<file path="src/rtl/seg_capture_pkg.sv">
// Shared glyph constants and the seven-segment decoder used by seg_capture.
package seg_capture_pkg;

    localparam logic [6:0] BLANK = 7'h00;

    // Index of each entry is the hex value it displays.
    localparam logic [6:0] GLYPH_TABLE [16] = '{
        7'h3F, 7'h06, 7'h5B, 7'h4F, 7'h66, 7'h6D, 7'h7D, 7'h07,
        7'h7F, 7'h6F, 7'h77, 7'h7C, 7'h39, 7'h5E, 7'h79, 7'h71
    };

    typedef struct packed {
        logic       hit;
        logic [3:0] value;
    } decode_t;

    function automatic decode_t decode_glyph(input logic [6:0] seg);
        decode_t r;
        r = '0;
        for (int i = 0; i < 16; i++) begin
            if (seg == GLYPH_TABLE[i]) begin
                r.hit   = 1'b1;
                r.value = 4'(i);
            end
        end
        return r;
    endfunction

endpackage

</file>
<file path="src/rtl/seg_capture_fifo.sv">
// Small digit FIFO; drops (and flags) a push that finds it full with no same-cycle pop.
module seg_capture_fifo #(
    parameter int DEPTH = 4
) (
    input  logic       clk,
    input  logic       rst,
    input  logic       push_i,
    input  logic [3:0] data_i,
    input  logic       pop_i,
    output logic [3:0] data_o,
    output logic       full_o,
    output logic       empty_o,
    output logic       overflow_o
);

    localparam int AW = $clog2(DEPTH);

    logic [3:0]    mem_q [DEPTH];
    logic [AW-1:0] wr_q, rd_q;
    logic [AW:0]   count_q, count_d;
    logic          overflow_q;
    logic          do_push, do_pop;

    assign empty_o    = (count_q == '0);
    assign full_o     = (count_q == (AW+1)'(DEPTH));
    assign do_pop     = pop_i & ~empty_o;
    // A pop in the same cycle frees the slot the push needs.
    assign do_push    = push_i & (~full_o | do_pop);
    assign data_o     = empty_o ? 4'h0 : mem_q[rd_q];
    assign overflow_o = overflow_q;

    always_comb begin
        count_d = count_q;
        case ({do_push, do_pop})
            2'b10:   count_d = count_q + (AW+1)'(1);
            2'b01:   count_d = count_q - (AW+1)'(1);
            default: count_d = count_q;
        endcase
    end

    always_ff @(posedge clk) begin
        if (do_push) begin
            mem_q[wr_q] <= data_i;
        end
    end

    always_ff @(posedge clk) begin
        if (rst) begin
            wr_q       <= '0;
            rd_q       <= '0;
            count_q    <= '0;
            overflow_q <= 1'b0;
        end else begin
            if (do_push) wr_q <= wr_q + 1'b1;
            if (do_pop)  rd_q <= rd_q + 1'b1;
            count_q    <= count_d;
            overflow_q <= overflow_q | (push_i & full_o & ~do_pop);
        end
    end

endmodule

</file>
<file path="src/rtl/seg_capture.sv">
// Debounces a seven-segment bus, decodes stable glyphs and queues new digits.
// SEG_CAPTURE_ERRCNT_EN adds the saturating err_count output.
module seg_capture
    import seg_capture_pkg::*;
#(
    parameter int STABLE_CYCLES = 4,
    parameter int DEPTH         = 4
) (
    input  logic       clk,
    input  logic       rst,
    input  logic [6:0] segments,
    output logic [3:0] digit,
    output logic       digit_valid,
    input  logic       digit_ready,
    output logic       overflow,
    output logic       bad_glyph
`ifdef SEG_CAPTURE_ERRCNT_EN
    ,
    output logic [7:0] err_count
`endif
);

    localparam logic [3:0] STABLE_MAX = 4'(STABLE_CYCLES);

    logic [6:0] sample_q, prev_q;
    logic [6:0] last_q, last_d;
    logic [3:0] cnt_q, cnt_d;
    logic       bad_q;
    logic       accept, push, bad_event;
    decode_t    dec;
    logic       fifo_empty, fifo_full;
    logic       unused_full;

    assign unused_full = fifo_full;

    always_comb begin
        cnt_d     = '0;
        accept    = 1'b0;
        push      = 1'b0;
        bad_event = 1'b0;
        last_d    = last_q;
        dec       = decode_glyph(sample_q);
        if (sample_q == prev_q) begin
            cnt_d  = (cnt_q == STABLE_MAX) ? cnt_q : cnt_q + 4'd1;
            accept = (cnt_q == STABLE_MAX - 4'd1);
        end
        // A blank re-arms capture so the same glyph can be entered twice in a row.
        if (accept) begin
            if (sample_q == BLANK) begin
                last_d = BLANK;
            end else if (sample_q != last_q) begin
                last_d = sample_q;
                if (dec.hit) push = 1'b1;
                else         bad_event = 1'b1;
            end
        end
    end

    always_ff @(posedge clk) begin
        if (rst) begin
            sample_q <= BLANK;
            prev_q   <= BLANK;
            cnt_q    <= '0;
            last_q   <= BLANK;
            bad_q    <= 1'b0;
        end else begin
            sample_q <= segments;
            prev_q   <= sample_q;
            cnt_q    <= cnt_d;
            last_q   <= last_d;
            bad_q    <= bad_q | bad_event;
        end
    end

    seg_capture_fifo #(
        .DEPTH (DEPTH)
    ) u_fifo (
        .clk        (clk),
        .rst        (rst),
        .push_i     (push),
        .data_i     (dec.value),
        .pop_i      (digit_ready),
        .data_o     (digit),
        .full_o     (fifo_full),
        .empty_o    (fifo_empty),
        .overflow_o (overflow)
    );

    assign digit_valid = ~fifo_empty;
    assign bad_glyph   = bad_q;

`ifdef SEG_CAPTURE_ERRCNT_EN
    logic [7:0] err_q;

    always_ff @(posedge clk) begin
        if (rst) begin
            err_q <= '0;
        end else if (bad_event && err_q != 8'hFF) begin
            err_q <= err_q + 8'd1;
        end
    end

    assign err_count = err_q;
`endif

endmodule

</file>
<file path="config.mk">
export PLATFORM = sky130hd
export DESIGN_NAME = seg_capture
export DESIGN_NICKNAME = d
export VERILOG_FILES = /design/src/rtl/seg_capture_pkg.sv /design/src/rtl/seg_capture_fifo.sv /design/src/rtl/seg_capture.sv
export SDC_FILE = /design/constraint.sdc
export NUM_CORES = 1
export LEC_CHECK = 0
export ABC_AREA = 1
export CAP_MARGIN = 40
export CORE_UTILIZATION = 55
export DETAILED_ROUTE_END_ITERATION = 12
export PLACE_DENSITY = 0.75
export SLEW_MARGIN = 40
export SYNTH_ARGS = -nofsm -noshare
export SYNTH_HDL_FRONTEND = slang
export SYNTH_HIERARCHICAL = 1
export SYNTH_SLANG_ARGS = --single-unit
</file>
<file path="constraint.sdc">
create_clock -name clk -period 6.3 [get_ports clk]
set_input_delay 1.26 -clock clk [delete_from_list [all_inputs] [get_ports clk]]
set_output_delay 1.26 -clock clk [all_outputs]
set_load 0.01 [all_outputs]
</file>
# After elaboration in Yosys (flattened, before gate mapping)
# Memories as Yosys holds them, arrays and structs flattened. A register that Yosys moved wholly into a read port is not among the register bits.
# Cells that the tools add are included.
word_totals:
  regBits: 34
  output_inout_bits: 7
  n_memories: 1
  ram_bits: 16
mem_list:
  columns: ["name", "words", "word_bits", "read_ports", "rd_ports_with_merged_regs", "write_ports", "line", "rtl"]
  rows:
  - ["u_fifo.mem_q", 4, 4, 1, 1, 1, "seg_capture_fifo.sv:18", "logic [3:0] mem_q [DEPTH];"]
classes:
  n_mux: 33
  eq_ne: 23
  n_bitwise: 11
  reduce_logical: 6
  addsub: 5
ops:
  columns: ["op", "count"]
  rows:
  - ["equality test 7 bit (second input constant)", 12]
  - ["two-way mux 5 bit", 16]
  - ["equality test 7 x 3 -> 1 bit (second input constant)", 2]
  - ["equality test 7 x 6 -> 1 bit (second input constant)", 2]
  - ["two-way mux 7 bit", 2]
  - ["two-way mux 1 bit", 11]
  - ["equality test 7 bit", 1]
  - ["zero test 7 bit", 1]
  - ["!= test 7 bit", 1]
  - ["one-hot mux 3 bit (2 select lines)", 1]
  - ["adder 2 x 1 -> 2 bit (second input constant)", 2]
  - ["adder 4 x 1 -> 4 bit (second input constant)", 1]
  - ["bitwise AND 1 bit", 4]
  - ["equality test 4 x 2 -> 1 bit (second input constant)", 1]
  - ["equality test 4 x 3 -> 1 bit (second input constant)", 1]
  - ["two-way mux 2 bit", 2]
  - ["two-way mux 4 bit", 1]
  - ["inverter 1 bit", 4]
  - ["nonzero test 2 bit", 2]
  - ["adder 3 x 1 -> 3 bit (second input constant)", 1]
  - ["equality test 3 bit (second input constant)", 1]
  - ["zero test 3 bit", 1]
  - ["OR 1 bit", 3]
  - ["subtractor 3 x 1 -> 3 bit (second input constant)", 1]
  - ["4 further kinds", 4]

# Depth between registers and ports, before layout
# Gate-level depths: netlist of run 1.
depth:
  word_depth: 24
  mapped_depth: 20
  mapped_depth_nobuf: 19

# Modules after synthesis
# The synthesis of run 1 kept the hierarchy.
modules_own_cells:
  columns: ["mod", "seq_area_each_um2", "instances", "area_each_um2", "cells_each"]
  rows:
  - ["seg_capture", 520.5, 1, 1511.4, 237]
  - ["seg_capture_fifo", 680.7, 1, 1178.6, 125]

# Worst setup path after synthesis of run 1
# No wires, ideal clock.
synth_path:
  path_type: "input to register"
  startpoint: "in digit_ready"
  endpoint: "reg u_fifo.count_q[2]"
  path_slack_ns: 3.772
  path_buffers: 0
  t_arrival_ns: 2.415
  required_time_ns: 6.187
  cell_stages: 12
  cell_sequence: "inv_1 > nand3_2 > nand2_2 > ha_1 > inv_1 > fa_1 > inv_1 > nand2_1 > nand3_1 > nand2_1 > nand2_1 > nor2_1"
synth_between:
  elab_chain_cells: 5
synth_lines:
  columns: ["item", "line", "rtl"]
  rows:
  - ["start, declared", "seg_capture.sv:14", "input logic digit_ready,"]
  - ["bitwise AND 1 bit *", "seg_capture_fifo.sv:26", "assign do_pop = pop_i & ~empty_o;"]
  - ["OR 1 bit", "seg_capture_fifo.sv:28", "assign do_push = push_i & (~full_o | do_pop);"]
  - ["bitwise AND 1 bit", "seg_capture_fifo.sv:28", null]
  - ["equality test 2 x 1 -> 1 bit / equality test 2 bit (equally long branches)", "seg_capture_fifo.sv:34", "case ({do_push, do_pop})"]
  - ["one-hot mux 3 bit (2 select lines) / nonzero test 2 bit (equally long branches)", null, null]
  - ["end signal, assigned", "seg_capture_fifo.sv:56", "count_q <= count_d;"]
  - ["end, declared", "seg_capture_fifo.sv:20", "logic [AW:0] count_q, count_d;"]
# Mark *: on every way between the ends. The rest lies on a longest branch, timed or not.
# A chain may end at the register's enable or synchronous reset.

==> results_dict.tcl, run 1 <==
set metrics [dict create \
    status "completed" \
    cp_data_arrival_time_ps 1780 \
    drt_wl_total_um 4760 \
    h-tree-depth 2 \
    multi_input_area_sq_um 1200 \
    cap_viol_max_count 0 \
    crit_path_start_kind "flop" \
    place_ws_ps 3080 \
    hold_violations 0 \
    slew_headroom_pct 72.1 \
    fin_worst_skew_ps 7.52 \
    gp_congestion 0.918 \
    grt_max_degree 27 \
    hp-class "flop to flop" \
    regArea_sq_um 1200 \
    n_antenna_cell 0 \
    cp_max_fo 9 \
    viasPerCell 4.84 \
    p_leak_nw 1.30 \
    die_width_um 71.9 \
    port-buffer-count 16 \
    cts_inserted_buffers 5 \
    setup_viol 0 \
    cts_tree "yes" \
    final_cell_area_sq_um 2990 \
    final_cells 446 \
    synth.avg_cell_area_sq_um 7.44 \
    io_pins 17 \
    antenna_found_initial 0 \
    fp.dieArea_sq_um 5170 \
    ir_drop_v 0.000138 \
    endpoint_kind "primary output" \
    nNetsFinal 396 \
    wire_per_inst_um 10.7 \
    synthesis.area_sq_um 2690 \
    start_util_pct 56.8 \
    final.setup.tns_ps 0 \
    first_iter_violations 175 \
    drc 0 \
    ant_nets 0 \
    core_area_sq_um 4720 \
    syn_nets 379 \
    placed_cells 438 \
    ctsResizeCount 0 \
    clkTransAtPathRegs_ps 90 \
    first_pass_iters 4 \
    rsz0062_at_grt "no" \
    area_growth_pct 11.3 \
    tightest_slew_ps 417 \
    post-dp-hpwl_um 3640 \
    clk_latency_ps 300 \
    post-route-min-period_ps 3040 \
    clk_root_buffer_cell "clkbuf_8" \
    first_global_vias 1990 \
    grt_use_total_pct 20.6 \
    worst-setup-path-type "flop to primary output" \
    synth_cells 361 \
    fill_cells 427 \
    power_mw 0.695 \
    drive_gt1_share_pct 9.50 \
    fmax_mhz 329 \
    power_density_nw_per_um2 233 \
    postPlaceCellArea_sq_um 2880 \
    clkSinkCount 52 \
    num_vias 2159 \
    die_h_um 71.9 \
    cp_data_required_time_ps 5040 \
    setup_slack_ps 3260 \
    core.rowCount 25 \
    drv_slew 0 \
    grt.overflow.total 0 \
    clk_path_buf_depth 2 \
    yosysWarnings 6 \
    cts_setup_buffers 0 \
    fin_crit_sh_pct 48.3 \
    cts_hold_buf 0 \
    grt_pass1_wl_um 8380 \
]
## registers in the layout, indices dropped and copies added, names as in the netlist, named ones only
| signal | flops |
|---|---|
| bad_glyph | 1 |
| cnt_q | 4 |
| last_q | 7 |
| prev_q | 7 |
| sample_q | 7 |
| u_fifo/count_q | 3 |
| u_fifo/mem_q | 16 |
| u_fifo/overflow_o | 1 |
| u_fifo/rd_q | 2 |
| u_fifo/wr_q | 2 |
## power breakdown
| group | total (mW) | internal [mW] | switching, mW |
|---|---|---|---|
| Sequential | 0.366 | 0.352 | 0.0134 |
| Combinational | 0.103 | 0.0458 | 0.0577 |
| Clock | 0.225 | 0.118 | 0.108 |
## critical path, cell delays in order, from the launching register on
cell and delay, ps:
dfxtp_1 500, inv_1 190, o21ai_0 230, a21oi_1 90
clkdlybuf4s50_1 480
## area by class of cell
cell class / instances / area share, %
clock inverters: 3 / 1.42
flip-flops and latches: 52 / 40.2
multi-input cells: 244 / 40.3
inverters: 58 / 7.33
clock buffers: 5 / 2.30
repair buffers: 17 / 5.61
well taps: 67 / 2.81
## final timing paths
path | startpoint | end | slack (ps) | depth (start not counted)
min | u_fifo/overflow_o | u_fifo/overflow_o | 450 | 2
max | flop | digit[1] | 3260 | 4
max reg2reg | sample_q[2] | u_fifo/count_q[2] | 3510 | 18
min reg2reg | u_fifo/overflow_o | u_fifo/overflow_o | 450 | 2
## cell usage in the layout, fill, tap and decap left out, types with 2 or more instances in the layout
cell type	n
a21oi_1	21
clkbuf_8	5
clkdlybuf4s50_1	16
clkinv_2	2
dfxtp_1	36
edfxtp_1	16
ha_1	7
inv_1	51
inv_2	5
nand2_1	90
nand2_2	6
nand2_4	2
nand3_1	17
nand4_1	3
nor2_1	62
nor2_2	5
nor2_4	3
nor3_1	3
o21ai_0	10
xnor2_1	4
## per-stage QoR
step	utilization (%)	hold WS, ps
floorplan	-	446
global placement	60.9	438
detailed placement	60.9	445
CTS	63.3	458
global route	63.3	497
finish	63.3	453
## metal layers
metal / vias up / track usage [%] / part of all wire (%)
met4: 0 / 5.66 / 0.61
met1: 968 / 25.9 / 46
met3: 6 / 3.80 / 2.7
met5: - / 0 / 0
li1: 1146 / - / -
met2: 39 / 36.4 / 51
Note: power is estimated with default switching activity, not from simulation.
==> run 2: changes to the inputs <==
--- a/config.mk
+++ b/config.mk
@@ -7,7 +7,7 @@
 export LEC_CHECK = 0
 export ABC_AREA = 1
 export CAP_MARGIN = 40
-export CORE_UTILIZATION = 55
+export CORE_UTILIZATION = 53
 export DETAILED_ROUTE_END_ITERATION = 12
 export PLACE_DENSITY = 0.75
 export SLEW_MARGIN = 40
==> constraint.sdc (replaced) <==
create_clock -name clk -period 2.8 [get_ports clk]
set_input_delay 0.56 -clock clk [delete_from_list [all_inputs] [get_ports clk]]
set_output_delay 0.56 -clock clk [all_outputs]
set_load 0.01 [all_outputs]
==> run 2 against run 1 <==
Effect of this change: setup slack worse by 3000 ps; first-iteration DRC count down 23%; highest routed layer unchanged; sequential power up 120%; largest power group unchanged; die area up 3.7%; critical endpoint is now u_fifo/count_q[2]; worst hold slack better by 0.75 ps; flip-flop and latch count unchanged; final area up 0.80%; combinational power up 130%; critical path type is now flop to flop; non-clock buffer count up 2; clock power up 120%.
==> results_dict.tcl, run 2 (synthesized netlist as in run 1, its figures left out) <==
set metrics [dict create \
    setup_slack_ps 257 \
    port-buffer-count 16 \
    cpMostUsedCell "nand2_1" \
    hold_violations 0 \
    start_util_pct 56.1 \
    reg2regPathDepth 18 \
    area_growth_pct 12.2 \
    slowest_stage "dfxtp_1" \
    min_path_cells 2 \
    ir_drop_v 0.000315 \
    fin_worst_skew_ps 7.28 \
    core_area_sq_um 4790 \
    post-dp-hpwl_um 3780 \
    power_mw 1.55 \
    post-route-min-period_ps 2540 \
    grt_max_degree 16 \
    r2r_end "u_fifo/count_q[2]" \
    wl_met3_um 130 \
    setup_viol 0 \
    die_width_um 73.2 \
    gp_congestion 0.938 \
    final.setup.tns_ps 0 \
    hp-class "flop to flop" \
    maxUsedRoutingLayer "met4" \
    drive_gt1_share_pct 10.8 \
    fill_cells 452 \
    cp_data_arrival_time_ps 2770 \
    postPlaceCellArea_sq_um 2890 \
    clk_path_buf_depth 2 \
    first_global_vias 1946 \
    status "completed" \
    power_density_nw_per_um2 513 \
    fin_crit_sh_pct 90.8 \
    clkSinkCount 52 \
    core.rowCount 25 \
    ant_nets 0 \
    utilization_pct 62.9 \
    num_vias 2131 \
    first_iter_violations 134 \
    final_common_cell "nand2_1" \
    n_antenna_cell 0 \
    cp_num_buf_inv 2 \
    path_cells "nand2_1, nor2_1, nand2_1, nand2_1, nor2_1, nand2_2, nor2_2, nor3_2, nand2_2, ha_1, inv_1, fa_1, inv_1, nand2_1, nand3_1, nand2_1, nand2_1, nor2_1" \
    dr_wl_met2_um 2400 \
    cap_viol_max_count 0 \
    endpoint_kind "flop" \
    largest_reg_flops 16 \
    nNetsFinal 398 \
    worstHoldStart "u_fifo/overflow_o" \
    first_pass_iters 4 \
    clkTransAtPathRegs_ps 80 \
    top_register "u_fifo/mem_q" \
    h-tree-depth 2 \
    mostFrequentLayoutCells "nand2_1, nor2_1, inv_1" \
    r2r_start "sample_q[3]" \
    cp_data_required_time_ps 3020 \
    wl_met1_um 2260 \
    final_cell_area_sq_um 3010 \
    tightest_slew_ps 395 \
    slew_headroom_pct 73.5 \
    place_ws_ps 259 \
    cts_inserted_buffers 5 \
    drv_slew 0 \
    grt.overflow.total 0 \
    drt_wl_total_um 4830 \
    wire_per_inst_um 10.8 \
    fmax_mhz 393 \
    cp_max_fo 6 \
    antenna_found_initial 0 \
    clk_root_buffer_cell "clkbuf_8" \
    worst-setup-path-type "flop to flop" \
    crit_path_start_kind "flop" \
    ctsResizeCount 0 \
    grt_pass1_wl_um 8330 \
    cp_slowest_stage_delay_ps 460 \
    p_leak_nw 1.31 \
    rsz0062_at_grt "no" \
    viasPerCell 4.76 \
    drc 0 \
    cts_hold_buf 0 \
    cts_setup_buffers 0 \
    fp.dieArea_sq_um 5350 \
    grt_use_total_pct 20.4 \
    cp.depth 18 \
    cts_tree "yes" \
    r2r_slack_ps 260 \
    clk_latency_ps 300 \
    cp_top_family "simple AND/OR/NAND/NOR gates" \
    die_h_um 73.2 \
    io_pins 17 \
    min_to "u_fifo/overflow_o" \
]
run 2: layer usage:
layer	up-vias	GRT usage (%)
met3	2	4.56
li1	1150	-
met4	0	5.88
met2	30	36.0
met5	-	0
met1	949	24.7
run 2: area by class of cell:
cell class	count	area (sq um)	share of cell area, %
well taps	67	83.8	2.78
flip-flops and latches	52	1200	40.0
clock inverters	3	37.5	1.25
clock buffers	5	68.8	2.29
inverters	58	219	7.27
repair buffers	19	183	6.07
multi-input cells	244	1210	40.3
run 2: tightest hold or removal path: stages, from the launching register on:
cell and delay (ps):
dfxtp_1 320, inv_1 40, a21oi_1 50
run 2: worst max-delay path by stage:
stage / from / endpoint / slack [ps]
2_1_floorplan: sample_q[0] / u_fifo/count_q[1] / 470
3_3_place_gp: sample_q[6] / u_fifo/count_q[1] / 310
3_5_place_dp: sample_q[2] / u_fifo/count_q[2] / 260
4_1_cts: sample_q[2] / u_fifo/count_q[2] / 230
5_1_grt: sample_q[3] / u_fifo/count_q[2] / 9
6_report: sample_q[3] / u_fifo/count_q[2] / 260
run 2: power breakdown:
group          switching [mW]  total, mW  internal [mW]
Clock                   0.228      0.488          0.260
Sequential             0.0297      0.823          0.793
Combinational           0.131      0.235          0.104
run 2: through the flow:
stage,hold slack (ps),instances
5_1_grt,490,448
2_1_floorplan,446,361
3_5_place_dp,453,440
3_3_place_gp,437,440
6_report,454,448
4_1_cts,465,448
